`config.mk`:
```
export PLATFORM = sky130hd
export DESIGN_NAME = ace_line_fill
export DESIGN_NICKNAME = d
export VERILOG_FILES = /design/src/rtl/ace_line_fill.sv
export SDC_FILE = /design/constraint.sdc
export NUM_CORES = 1
export LEC_CHECK = 0
export ABC_AREA = 0
export BUFFER_PORTS_ARGS = -buffer_cell sky130_fd_sc_hd__clkbuf_2
export CAP_MARGIN = 20
export CORE_MARGIN = 10
export CORE_UTILIZATION = 50
export CTS_BUF_LIST = sky130_fd_sc_hd__clkbuf_8
export CTS_CLUSTER_DIAMETER = 100
export CTS_CLUSTER_SIZE = 12
export DETAILED_ROUTE_END_ITERATION = 16
export PLACE_DENSITY = 0.82
export SYNTH_ARGS = -nofsm -noshare
export SYNTH_HDL_FRONTEND = slang
export SYNTH_SLANG_ARGS = --single-unit
export TNS_END_PERCENT = 5
```
`constraint.sdc`:
```
create_clock -name clk -period 1.8 [get_ports clk]
set_input_delay 0.27 -clock clk [delete_from_list [all_inputs] [get_ports clk]]
set_output_delay 0.27 -clock clk [all_outputs]
set_load 0.1 [all_outputs]
```
`src/rtl/ace_line_fill.sv`:
```
// ace_line_fill
// ACE read-channel refill engine sitting between the cache controller and the
// interconnect. A miss request is turned into one line-sized INCR read on AR
// (ReadShared for read misses, ReadUnique for write misses). The R burst is
// collected into a line buffer. The line, IsShared/PassDirty and a sticky error
// flag are then presented to the datapath with a one-cycle fill_valid pulse,
// and RACK is pulsed in the same cycle. Only one transaction is in flight at a
// time.
//
// Ports
//   clk, rst_n       clock; synchronous active-low reset
//   req_valid/ready  controller fill request; req_addr (may be unaligned),
//                    req_unique (1 = ReadUnique)
//   fill_valid       1-cycle pulse qualifying fill_data/shared/dirty/err
//   fill_data        line data, beat k in [k*WIDTH_D +: WIDTH_D]
//   fill_shared/dirty  RRESP[3]/RRESP[2] of the finishing beat
//   fill_err         SLVERR/DECERR on any beat, or R_LAST on the wrong beat
//   AR_*             ACE read address channel (AR_ID is implicitly 0)
//   R_*, RRESP       ACE read data channel (R_ID ignored)
//   RACK             1-cycle read acknowledge
//   dbg_state        current FSM state (IDLE=0, ADDR=1, DATA=2, DONE=3)
//
// Handshakes: every channel is valid/ready. A transfer happens on a rising
// edge where both valid and ready are high. Once asserted, AR_VALID and all
// AR_* payload stay constant until that transfer. Ready may be high before
// valid.
module ace_line_fill #(
  parameter int WIDTH_A = 32,
  parameter int WIDTH_D = 32,
  parameter int BEATS   = 4
) (
  input  logic                     clk,
  input  logic                     rst_n,
  input  logic                     req_valid,
  output logic                     req_ready,
  input  logic [WIDTH_A-1:0]       req_addr,
  input  logic                     req_unique,
  output logic                     fill_valid,
  output logic [BEATS*WIDTH_D-1:0] fill_data,
  output logic                     fill_shared,
  output logic                     fill_dirty,
  output logic                     fill_err,
  output logic                     AR_VALID,
  input  logic                     AR_READY,
  output logic [WIDTH_A-1:0]       AR_ADDR,
  output logic [7:0]               AR_LEN,
  output logic [2:0]               AR_SIZE,
  output logic [1:0]               AR_BURST,
  output logic [1:0]               AR_DOMAIN,
  output logic [3:0]               AR_SNOOP,
  input  logic                     R_VALID,
  output logic                     R_READY,
  input  logic [WIDTH_D-1:0]       R_DATA,
  input  logic [3:0]               RRESP,
  input  logic                     R_LAST,
  output logic                     RACK,
  output logic [1:0]               dbg_state
);

  localparam int BEAT_W = $clog2(BEATS);
  // Byte-offset bits inside one cache line; cleared to line-align AR_ADDR.
  localparam int OFF_W  = $clog2(BEATS * WIDTH_D / 8);

  typedef enum logic [1:0] {
    IDLE = 2'd0,
    ADDR = 2'd1,
    DATA = 2'd2,
    DONE = 2'd3
  } state_t;

  state_t                         state_q;
  state_t                         state_d;
  logic [WIDTH_A-1:0]             addr_q;
  logic [3:0]                     snoop_q;
  logic [BEAT_W-1:0]              beat_cnt_q;
  logic [BEATS-1:0][WIDTH_D-1:0]  line_q;
  logic                           shared_q;
  logic                           dirty_q;
  logic                           err_q;

  logic req_accept;
  logic beat_accept;
  logic last_slot;
  logic beat_final;
  logic unused_rresp;

  assign req_accept  = (state_q == IDLE) && req_valid;
  assign beat_accept = (state_q == DATA) && R_VALID;
  assign last_slot   = (beat_cnt_q == BEAT_W'(BEATS - 1));
  // The burst ends on R_LAST or when the line buffer is full, whichever is
  // first. Beats after a missing R_LAST are left on the bus, not consumed.
  assign beat_final  = beat_accept && (R_LAST || last_slot);

  // RRESP[0] only separates OKAY from EXOKAY (and SLVERR from DECERR), which
  // makes no difference here.
  assign unused_rresp = RRESP[0];

  // Fixed burst shape: one full line, INCR, inner shareable.
  assign AR_ADDR   = addr_q;
  assign AR_LEN    = 8'(BEATS - 1);
  assign AR_SIZE   = 3'($clog2(WIDTH_D / 8));
  assign AR_BURST  = 2'b01;
  assign AR_DOMAIN = 2'b01;
  assign AR_SNOOP  = snoop_q;

  assign fill_data   = line_q;
  assign fill_shared = shared_q;
  assign fill_dirty  = dirty_q;
  assign fill_err    = err_q;
  assign dbg_state   = state_q;

  always_ff @(posedge clk) begin
    if (!rst_n) begin
      state_q <= IDLE;
    end else begin
      state_q <= state_d;
    end
  end

  always_comb begin
    state_d    = state_q;
    req_ready  = 1'b0;
    AR_VALID   = 1'b0;
    R_READY    = 1'b0;
    fill_valid = 1'b0;
    RACK       = 1'b0;
    case (state_q)
      IDLE: begin
        req_ready = 1'b1;
        if (req_valid) state_d = ADDR;
      end
      ADDR: begin
        AR_VALID = 1'b1;
        if (AR_READY) state_d = DATA;
      end
      DATA: begin
        R_READY = 1'b1;
        if (beat_final) state_d = DONE;
      end
      DONE: begin
        fill_valid = 1'b1;
        RACK       = 1'b1;
        state_d    = IDLE;
      end
      default: state_d = IDLE;
    endcase
  end

  always_ff @(posedge clk) begin
    if (!rst_n) begin
      addr_q     <= '0;
      snoop_q    <= '0;
      beat_cnt_q <= '0;
      line_q     <= '0;
      shared_q   <= 1'b0;
      dirty_q    <= 1'b0;
      err_q      <= 1'b0;
    end else begin
      if (req_accept) begin
        addr_q     <= {req_addr[WIDTH_A-1:OFF_W], {OFF_W{1'b0}}};
        snoop_q    <= req_unique ? 4'b0111 : 4'b0001;
        beat_cnt_q <= '0;
        // Start each fill from a clean line so a short burst never exposes
        // data left over from the previous fill.
        line_q     <= '0;
        shared_q   <= 1'b0;
        dirty_q    <= 1'b0;
        err_q      <= 1'b0;
      end
      if (beat_accept) begin
        line_q[beat_cnt_q] <= R_DATA;
        beat_cnt_q         <= beat_cnt_q + BEAT_W'(1);
        // Error is sticky: slave error on any beat, or R_LAST disagreeing
        // with the beat count (early, or missing on the last slot).
        if (RRESP[1] || (R_LAST != last_slot)) err_q <= 1'b1;
        if (beat_final) begin
          shared_q <= RRESP[3];
          dirty_q  <= RRESP[2];
        end
      end
      if (state_q == DONE) beat_cnt_q <= '0;
    end
  end

endmodule

```
# --- Yosys cells after proc, flatten, opt, wreduce, memory -nomap -nowiden ---
# Cells that the tools add are included.
word_totals:
  ram_bits: 0
  wordCells: 59
  regBits: 167
  latchBits: 0
  romBits: 0
  output_inout_bits: 189
  n_memories: 0
  in_bits: 75
op_classes:
  n_reduce_logical: 10
  div_mod_pow: 0
  addsub: 1
  muxes: 26
  order_cmp: 2
  eq_ne: 8
  shift: 0
  multipliers: 0
  n_bitwise: 1
ops:
  columns: ["op", "n"]
  rows:
  - ["$mux W128", 3]
  - ["$bwmux W128", 1]
  - ["$demux W32 S2", 1]
  - ["$mux W32", 1]
  - ["$mux W1", 13]
  - ["$mux W2", 5]
  - ["$pmux W2 S4", 1]
  - ["$eq A2 B2 Y1 const B", 3]
  - ["$ne A2 B2 Y1 const B", 3]
  - ["$logic_and A1 B1 Y1", 4]
  - ["$lt A2 B3 Y1 const B", 1]
  - ["$mux W3", 1]
  - ["$reduce_and A3 Y1", 1]
  - ["$add A2 B1 Y2 const B", 1]
  - ["$eq A2 B1 Y1 const B", 1]
  - ["$ge A2 B1 Y1 const B", 1]
  - ["$logic_not A2 Y1", 1]
  - ["$logic_or A1 B1 Y1", 2]
  - ["$reduce_bool A2 Y1", 1]
  - ["$reduce_or A2 Y1", 1]
  - ["$ne A1 B1 Y1", 1]
  - ["$not A1 Y1", 1]

# --- Longest topological paths before layout ---
# Gate-level depths: netlist (run 1).
logic_depth:
  ltp_word: 6
  mapped_depth: 7

# --- Worst setup path before layout (run 1) ---
# OpenSTA, ideal clock, no wires.
synth_path:
  kind: "register to register"
  from: "register state_q[1] (netlist: dbg_state[1])"
  to: "register line_q, in the netlist fill_data[32]"
  path_slack_ps: -1125
  t_required_ps: 1676
  path_stages_with_launch: 7
  path_buffers: 2
  setup_time_ps: 124
  synth_period_minus_slack_ps: 2925
  arrival_time_ps: 2801
  path_cell_list: "dfxtp_1 ha_1 buf_4 nand3_1 buf_2 nand3_1 a21boi_0"
synth_via:
  elab_chain_len: 6
  elab_cells_between_ends: 8
synth_rtl:
  columns: ["item", "line", "source"]
  rows:
  - ["start, declared", "71", "state_t state_q;"]
  - ["start signal, assigned", "116", "state_q <= state_d;"]
  - ["$logic_not A2 Y1", "87", "assign req_accept = (state_q == IDLE) && req_valid;"]
  - ["$logic_and A1 B1 Y1", "87", null]
  - ["$mux W128", "159", "if (req_accept) begin"]
  - ["$mux W128", "150", "if (!rst_n) begin"]
  - ["$bwmux W128", "171", "line_q[beat_cnt_q] <= R_DATA;"]
  - ["$mux W128 (*)", "170", "if (beat_accept) begin"]
  - ["end signal, assigned", "154", "line_q <= '0;"]
  - ["end signal, assigned", "165", "line_q <= '0;"]
  - ["end signal, assigned by index", "171", null]
  - ["end, declared", "76", "logic [BEATS-1:0][WIDTH_D-1:0] line_q;"]
# Mark *: on every way between the ends. The rest lies on a longest branch, timed or not. The select of a mux whose other input is x is not followed.
# A chain may end at the register's enable or synchronous reset.

# --- Worst setup path in the final report (run 1) ---
layout_path:
  from: "register state_q[0] (netlist: dbg_state[0])"
  to: "output R_READY"
layout_via:
  elab_chain_len: 2
layout_rtl:
  columns: ["item", "line", "source"]
  rows:
  - ["$eq A2 B2 Y1", "127", "case (state_q)"]
  - ["$mux W1", "127", null]
  - ["end, declared", "52", "output logic R_READY,"]
# No other way between the ends.

==> run metrics, run 1 <==
worst slew pin tran=0.603 ns; # rows=42; final non-filler cell total=1,173; Die X=136 µm; main flop type after synthesis=dfxtp_1; routed wire length per instance=17.1 µm; top post-synthesis cells by area=dfxtp_1, a21boi_0, nand2_1; crit share post-route=0.935; area grow syn2layout=25.0%; CTS buffer count=17; final setup fails=0; Die Y-Extent=136 µm; share of cells above drive strength 1=0.297; All-Layer GR Usage=0.212; TritonRoute pass-1 iters=5; leakage power total=3.44 nW; initial antenna violation count=0; final net count=1,069; Synth top cells by count=nand2_1, dfxtp_1, a21boi_0; Via-to-Cell Ratio=5.18; #FFs+latches synth=165; Worst Setup End Kind=output pin; number of global-route vias before repair=6,017; Post-Route Skew=0.00895 ns; Die ar.=18,400 µm²; Yosys warnings=0; status=complete, no violations; Final Core Density=0.634; fmax=0.594 GHz; syn_area_per_cell=8.58 µm²; clock sinks=165; Hold Path Class=in -> reg; Synth top area share=0.494; core box area=13,200 µm²; Slew Viols, Final=0; Max clock buf depth=2; multi-input logic area=2960 µm²; Critical Path Source Type=flop; top-count cell post-synth=nand2_1; global-route wire length before repair=31.4 mm; Worst VDD drop=0.901 mV; Rel. slew slack=0.600; Synth Cell Area=6690 µm²; Initial Util=0.507; Crit Path Max Fanout=17; clk slew on worst S/H paths=0.08 ns; post-CTS setup buffer count=0; Placed Cells=1,142; largest net degree at the start of global routing=120; sequential share of the synthesized area=0.494; Iter 0 DRT Violations=409; DRC viols=0; crit path kind=reg -> out; CTS tree=yes; Root Driver=clkbuf_8; Unique masters post-synth=24; dpl ws=0.190 ns; max cap viols=0; H-Tree Depth=4; post-route ant nets=0; number of synthesized flops with an enable pin=0; PwrDens=1250 nW/µm²; data arrival time of the critical path=1.41 ns; Detailed Place HPWL=14.1 mm; register area=3310 µm²; input/output buffers=238; Worst-Skew Late Latency=0.44 ns; IO Pins=264; fin worst setup slack=0.116 ns; Synth Instances=780; Vias=6,082; Final Critical Period=1.68 ns; Antenna Cells=0; RePlAce Congestion=0.813; total global routing overflow=0; CP Data Required Time=1.53 ns; Fin. Hold Viols=0; largest area contributor in the synthesized netlist=dfxtp_1; fill count=1,184; RSZ-0062 raised after global routing=false; Routed WL=20.1 mm; ys async rst share=0
[layer usage]
layer	vias to the layer above	GRT usage	routed length (µm)
met4	0	0.0754	331
met1	2827	0.248	8010
met3	26	0.0861	2070
met5	-	0	0
li1	2983	-	-
met2	246	0.344	9680
[worst max-delay path: stages, from the launching register on]
cell	delay [ns]
dfxtp_4	0.36
inv_2	0.11
ha_4	0.25
buf_6	0.25
[through the flow]
step / hold WS (ns) / TNS (ns) / area (µm²) / power, mW
2_1_floorplan: 0.405 / -0.0154 / 6800 / 7.38
3_3_place_gp: 0.447 / 0 / 8000 / 8.13
3_5_place_dp: 0.454 / 0 / 8000 / 8.14
4_1_cts: 0.0159 / 0 / 8360 / 10.6
5_1_grt: 0.0276 / 0 / 8360 / 10.9
6_report: 0.0537 / 0 / 8360 / 10.5
[state kept, by name (all words and copies together), names as in the netlist]
| register | flops |
|---|---|
| fill_dirty | 1 |
| AR_ADDR | 28 |
| fill_data | 128 |
| fill_err | 1 |
| fill_shared | 1 |
| AR_SNOOP | 2 |
| dbg_state | 2 |
| beat_cnt_q | 2 |
[timing repair]
item | in CTS | in global routing
gates resized for setup | 4 | 0
hold buffers | 0 | 0
endpoints found under the setup margin | 4 | 0
[cells in the final DEF, fill, tap and decap left out, types with 4 or more instances in the layout]
cell / instances
nand2_1: 190
a21boi_1: 21
nand3_1: 136
ha_1: 5
a21boi_0: 139
clkbuf_8: 22
inv_1: 7
buf_12: 10
clkbuf_2: 232
conb_1: 20
and3_1: 4
buf_4: 12
dfxtp_1: 163
[final timing paths]
kind / end / cells past startpoint / slack (ns) / start
worst min-delay path: AR_ADDR[20] / 3 / 0.05 / req_addr[20]
worst max-delay path: R_READY / 3 / 0.12 / dbg_state[0]
worst max register to register: dbg_state[1] / 6 / 0.18 / beat_cnt_q[1]
worst min register to register: AR_ADDR[14] / 2 / 0.46 / AR_ADDR[14]
[power by group]
| part | leakage, nW | internal, mW | total [mW] | switching [mW] |
|---|---|---|---|---|
| Clock | 0.186 | 1.12 | 2.40 | 1.28 |
| Sequential | 1.34 | 3.89 | 4.03 | 0.142 |
| Combinational | 1.92 | 0.750 | 4.03 | 3.28 |
[kinds of logic (layout without fill, tap and decap cells)]
logic type,Yosys count,after routing,synth area share
other,2,20,0.00112
and+or+nand+nor,337,337,0.219
muxes,1,1,0.00150
AOI/OAI and AO/OA,169,169,0.189
adders and majority gates,9,9,0.0168
DFF,165,165,0.494
buffers and inverters,97,296,0.0784
[final cells by class]
cell class                      count  area share
Clock inverter                      9     0.00628
Sequential cell                   165       0.396
Inverter                            7     0.00314
Timing Repair Buffer              258       0.178
Tap cell                          176      0.0263
Clock buffer                       22      0.0362
Multi-Input combinational cell    536       0.354
(Power assumes the default switching activity.)
==> run 2, diff against run 1 <==
CELL_PAD_IN_SITES_DETAIL_PLACEMENT = 0   (was default)
CELL_PAD_IN_SITES_GLOBAL_PLACEMENT = 2   (was default)
CORE_UTILIZATION = 28   (was 50)
PLACE_DENSITY = default   (was 0.82)
PLACE_DENSITY_LB_ADDON = 0.1   (was default)
==> run metrics, run 2 (synthesis gave the netlist of run 1 again) <==
status=complete, no violations; Crit path largest cell delay=0.37 ns (about the same); # rows=56 (+33%); Worst Setup End Kind=output pin; clock sinks=165 (unchanged); total global routing overflow=0 (unchanged); global-route wire length before repair=37.3 mm (+19%); All-Layer GR Usage=0.153 (-0.0595); core box area=23,500 µm² (+78%); number of global-route vias before repair=6,056 (+0.65%); routed wire length per instance=18.1 µm (+5.7%); final net count=1,073 (+0.37%); CP delay by family, top=flip-flops; CTS tree=yes; flop2flop setup slack=0.15 ns (-0.03 ns); CP Data Required Time=1.53 ns (about the same); TritonRoute pass-1 iters=4 (-1); Bufs and invs on worst path=2 (unchanged); Routed WL=23.9 mm (+19%); Critical Path Source Type=flop; IO Pins=264 (unchanged); fin worst setup slack=0.115 ns (-0.00158 ns); worst slew pin tran=0.590 ns (-0.0125 ns); crit share post-route=0.936 (about the same); Die ar.=30,500 µm² (+66%); Worst VDD drop=0.942 mV (+4.5%); post-route design area=8720 µm² (+4.2%); largest net degree at the start of global routing=93 (-23%); Final Critical Period=1.69 ns (+0.00158 ns); worst-path cell with the longest stage delay=dfxtp_4; Slew Viols, Final=0 (unchanged); CP Cell Sequence=inv_2 -> ha_4 -> buf_12; H-Tree Depth=4 (unchanged); Vias=6,012 (-1.2%); Antenna Cells=0 (unchanged); leakage power total=3.51 nW (+2.1%); Fin. Hold Viols=0 (unchanged); Rel. slew slack=0.608 (+0.00831); final setup fails=0 (unchanged); most common cell after layout, fill and taps aside=clkbuf_2; Area after DPL=8260 µm² (+3.3%); Die X=175 µm (+29%); Hold Path Class=in -> reg; Die Y-Extent=175 µm (+29%); overall power=11.3 mW (+8.3%); RePlAce Congestion=0.727 (-11%); initial antenna violation count=0 (unchanged); post-route ant nets=0 (unchanged); Initial Util=0.285 (-0.222); Detailed Place HPWL=16.7 mm (+18%); clk slew on worst S/H paths=0.10 ns (+0.02 ns); Root Driver=clkbuf_8; Largest register FFs=128 (unchanged); Crit Path Max Fanout=17 (unchanged); share of cells above drive strength 1=0.303 (+0.00581); Hold Buf Count CTS=0 (unchanged); Via-to-Cell Ratio=4.55 (-12%); setup TNS=0 ns (unchanged); CTS buffer count=17 (unchanged); area grow syn2layout=30.3%; data arrival time of the critical path=1.42 ns (about the same); crit path kind=reg -> out; Worst-Skew Late Latency=0.44 ns (about the same); RSZ-0062 raised after global routing=false; input/output buffers=238 (unchanged); Max clock buf depth=2 (unchanged); PwrDens=1300 nW/µm² (+3.9%); Post-Route Skew=0.0168 ns (+0.00781 ns); commonest cells after routing, fill and taps aside=clkbuf_2, nand2_1, dfxtp_1, a21boi_0, nand3_1; fmax=0.593 GHz (about the same); DRC viols=0 (unchanged); Iter 0 DRT Violations=363 (-11%); post-CTS setup buffer count=0 (unchanged); dpl ws=0.153 ns (-0.0375 ns); max cap viols=0 (unchanged); final non-filler cell total=1,320 (+13%); Placed Cells=1,289 (+13%)
[run 2: final timing paths]
kind                                     from      endpoint  cells past startpoint
worst min-delay path             req_addr[12]   AR_ADDR[12]                      3
worst min register to register     AR_ADDR[5]    AR_ADDR[5]                      2
worst max register to register  beat_cnt_q[1]  dbg_state[1]                      6
worst max-delay path             dbg_state[0]       R_READY                      3
[run 2: what timing repair did]
action                     4_1_cts  5_1_grt
setup endpoints to repair        3        0
resized for setup                3        0
hold endpoints to repair         0        0
[run 2: per-layer routing]
metal,vias to the layer above,part of all wire,global-route usage
li1,2999,-,-
met1,2824,0.46,0.196
met2,178,0.46,0.243
met3,11,0.069,0.0518
met4,0,0.0075,0.0329
met5,-,0,0
[run 2: through the flow]
stage          utilization  hold slack, ns
3_5_place_dp         0.352           0.457
5_1_grt              0.371         0.00955
6_report             0.371          0.0449
2_1_floorplan            -           0.405
3_3_place_gp         0.352           0.450
4_1_cts              0.371         0.00607
[run 2: layout make-up]
type                       count  area, µm²
fill                        2535      14800
inverter                       7       26.3
clock inverter                13        205
sequential                   165       3310
tap                          319        399
timing repair buffer         262       1550
clock buffer                  18        248
multi-input combinational    536       2980
[run 2: where the power goes]
group / internal (mW) / leakage, nW / switching [mW] / total [mW]
combinational: 0.794 / 1.95 / 3.39 / 4.18
sequential: 3.89 / 1.34 / 0.142 / 4.03
clock: 1.69 / 0.229 / 1.43 / 3.11
total: 6.37 / 3.51 / 4.96 / 11.3
[run 2: worst reg2reg max path, delay by kind of cell (launching register included)]
| family | cells | cell delay, ns |
|---|---|---|
| buf+inv | 1 | 0.06 |
| mux | 1 | 0.12 |
| compound gates | 1 | 0.36 |
| flops | 1 | 0.38 |
| fa+ha+maj | 2 | 0.46 |
| simple gates | 1 | 0.17 |
==> run 3, diff against run 2 <==
==> constraint.sdc (replaced) <==
create_clock -name clk -period 1.8 [get_ports clk]
set_input_delay 0.18 -clock clk [delete_from_list [all_inputs] [get_ports clk]]
set_output_delay 0.18 -clock clk [all_outputs]
set_load 0.1 [all_outputs]
==> run metrics, run 3 (synthesis gave the netlist of run 1 again) <==
register area=3310 µm² (unchanged); post-CTS setup buffer count=0 (unchanged); CP Data Required Time=1.62 ns (+0.09 ns); Post-Route Skew=0.0211 ns (+0.00432 ns); most common cell after layout, fill and taps aside=clkbuf_2; Rel. slew slack=0.607 (-0.000715); Antenna Cells=0 (unchanged); Worst VDD drop=0.842 mV (-11%); Die X=175 µm (unchanged); final setup fails=0 (unchanged); TritonRoute pass-1 iters=5 (+1); crit share post-route=0.949 (+0.0129); crit path kind=reg -> out; # rows=56 (unchanged); Placed Cells=1,293 (+0.31%); setup TNS=0 ns (unchanged); CP delay by family, top=buffers and inverters; commonest cells after routing, fill and taps aside=clkbuf_2, nand2_1, dfxtp_1, a21boi_0, nand3_1; RePlAce Congestion=0.722 (-0.72%); leakage power total=3.74 nW (+6.4%); Slew Viols, Final=0 (unchanged); RSZ-0062 raised after global routing=false; post-route ant nets=0 (unchanged); All-Layer GR Usage=0.157 (+0.00438); DRC viols=0 (unchanged); clock sinks=165 (unchanged); Vias=6,219 (+3.4%); CTS buffer count=17 (unchanged); Critical Path Source Type=flop; Routed WL=24.4 mm (+2.1%); overall power=11.1 mW (-2.2%); routed wire length per instance=17.6 µm (-2.6%); final non-filler cell total=1,383 (+4.8%); Crit path largest cell delay=0.46 ns (+0.09 ns); Largest register FFs=128 (unchanged); clk slew on worst S/H paths=0.09 ns (about the same); hold_sp=R_DATA[0]; multi-input logic area=2980 µm² (unchanged); status=complete, no violations; initial antenna violation count=0 (unchanged); total global routing overflow=0 (unchanged); R2R depth=6 (unchanged); worst-path cell with the longest stage delay=clkbuf_2; CTS tree=yes; PwrDens=1200 nW/µm² (-7.8%); core box area=23,500 µm² (unchanged); worst slew pin tran=0.591 ns (+0.00108 ns); crit path capture=AR_VALID; r2r endpoint=dbg_state[1]; H-Tree Depth=4 (unchanged); Crit Path Max Fanout=5 (-12); final net count=1,136 (+5.9%); input/output buffers=238 (unchanged); Hold Path Class=in -> reg; Worst Setup End Kind=output pin; Die ar.=30,500 µm² (unchanged); Max clock buf depth=2 (unchanged); Final Core Density=0.394 (+0.0223); worst reg2reg startpoint=beat_cnt_q[1]; IO Pins=264 (unchanged); Root Driver=clkbuf_8; Iter 0 DRT Violations=262 (-28%); area grow syn2layout=38.2%; Bufs and invs on worst path=2 (unchanged); global-route wire length before repair=38.6 mm (+3.5%); Stages on worst setup path=3 (unchanged); Detailed Place HPWL=17.0 mm (+1.8%); number of global-route vias before repair=6,463 (+6.7%); largest net degree at the start of global routing=53 (-43%); Initial Util=0.285 (unchanged); flop2flop setup slack=0.15 ns (about the same); Worst-Skew Late Latency=0.45 ns (about the same); crit path from=dbg_state[1]; fill count=2,471 (-2.5%); Die Y-Extent=175 µm (unchanged); Via-to-Cell Ratio=4.50 (-1.3%); data arrival time of the critical path=1.53 ns (+0.11 ns); CP Cell Sequence=inv_2 -> ha_2 -> clkbuf_2; Fin. Hold Viols=0 (unchanged); share of cells above drive strength 1=0.289 (-0.0132); max cap viols=0 (unchanged); Final Critical Period=1.71 ns (+0.0232 ns); fmax=0.585 GHz (-1.4%)
[run 3: report_power, final]
group,switching [mW],internal (mW)
logic,3.40,0.865
clock network,1.49,1.29
registers,0.140,3.89
[run 3: area by class of cell]
cell class,instances,share of cell area
tap,319,0.0432
clock buffer,18,0.0268
timing repair buffer,325,0.230
inverter,7,0.00284
sequential,165,0.358
multi-input combinational,536,0.322
clock inverter,13,0.0162
[run 3: timing repair]
item	4_1_cts	5_1_grt
hold endpoints to repair	130	0
hold buffers	59	0
gates resized for setup	1	1
gates cloned	0	0
endpoints found under the setup margin	1	1
[run 3: metrics by stage]
| stage | area (µm²) | hold WS, ns | worst slack [ns] |
|---|---|---|---|
| floorplan | 6800 | 0.315 | 0.0131 |
| global placement | 8250 | 0.415 | 0.129 |
| detailed placement | 8250 | 0.422 | 0.137 |
| CTS | 9240 | 0.00267 | 0.0296 |
| global route | 9240 | 0.00953 | 0.00589 |
| finish | 9240 | 0.0335 | 0.0917 |
[run 3: worst min path at each step]
stage	end	slack, ns	depth (start not counted)
detailed placement	AR_ADDR[6]	0.42	3
floorplan	fill_data[100]	0.31	2
CTS	fill_data[105]	0.003	3
global placement	AR_ADDR[14]	0.42	3
global route	fill_data[105]	0.01	3
finish	fill_data[96]	0.03	3
[run 3: worst register-to-register path, delay by kind of cell, from the launching register on]
family	cells	cell delay (ns)
simple gates	1	0.17
fa+ha+maj	2	0.46
mux	1	0.12
flops	1	0.38
buf+inv	1	0.06
compound gates	1	0.36
[run 3: per-layer routing]
layer / GRT usage / part of all wire / vias up
met5: 0 / 0 / -
met4: 0.0350 / 0.0075 / 0
met3: 0.0542 / 0.068 / 10
met2: 0.250 / 0.47 / 178
met1: 0.201 / 0.46 / 2905
li1: - / - / 3126
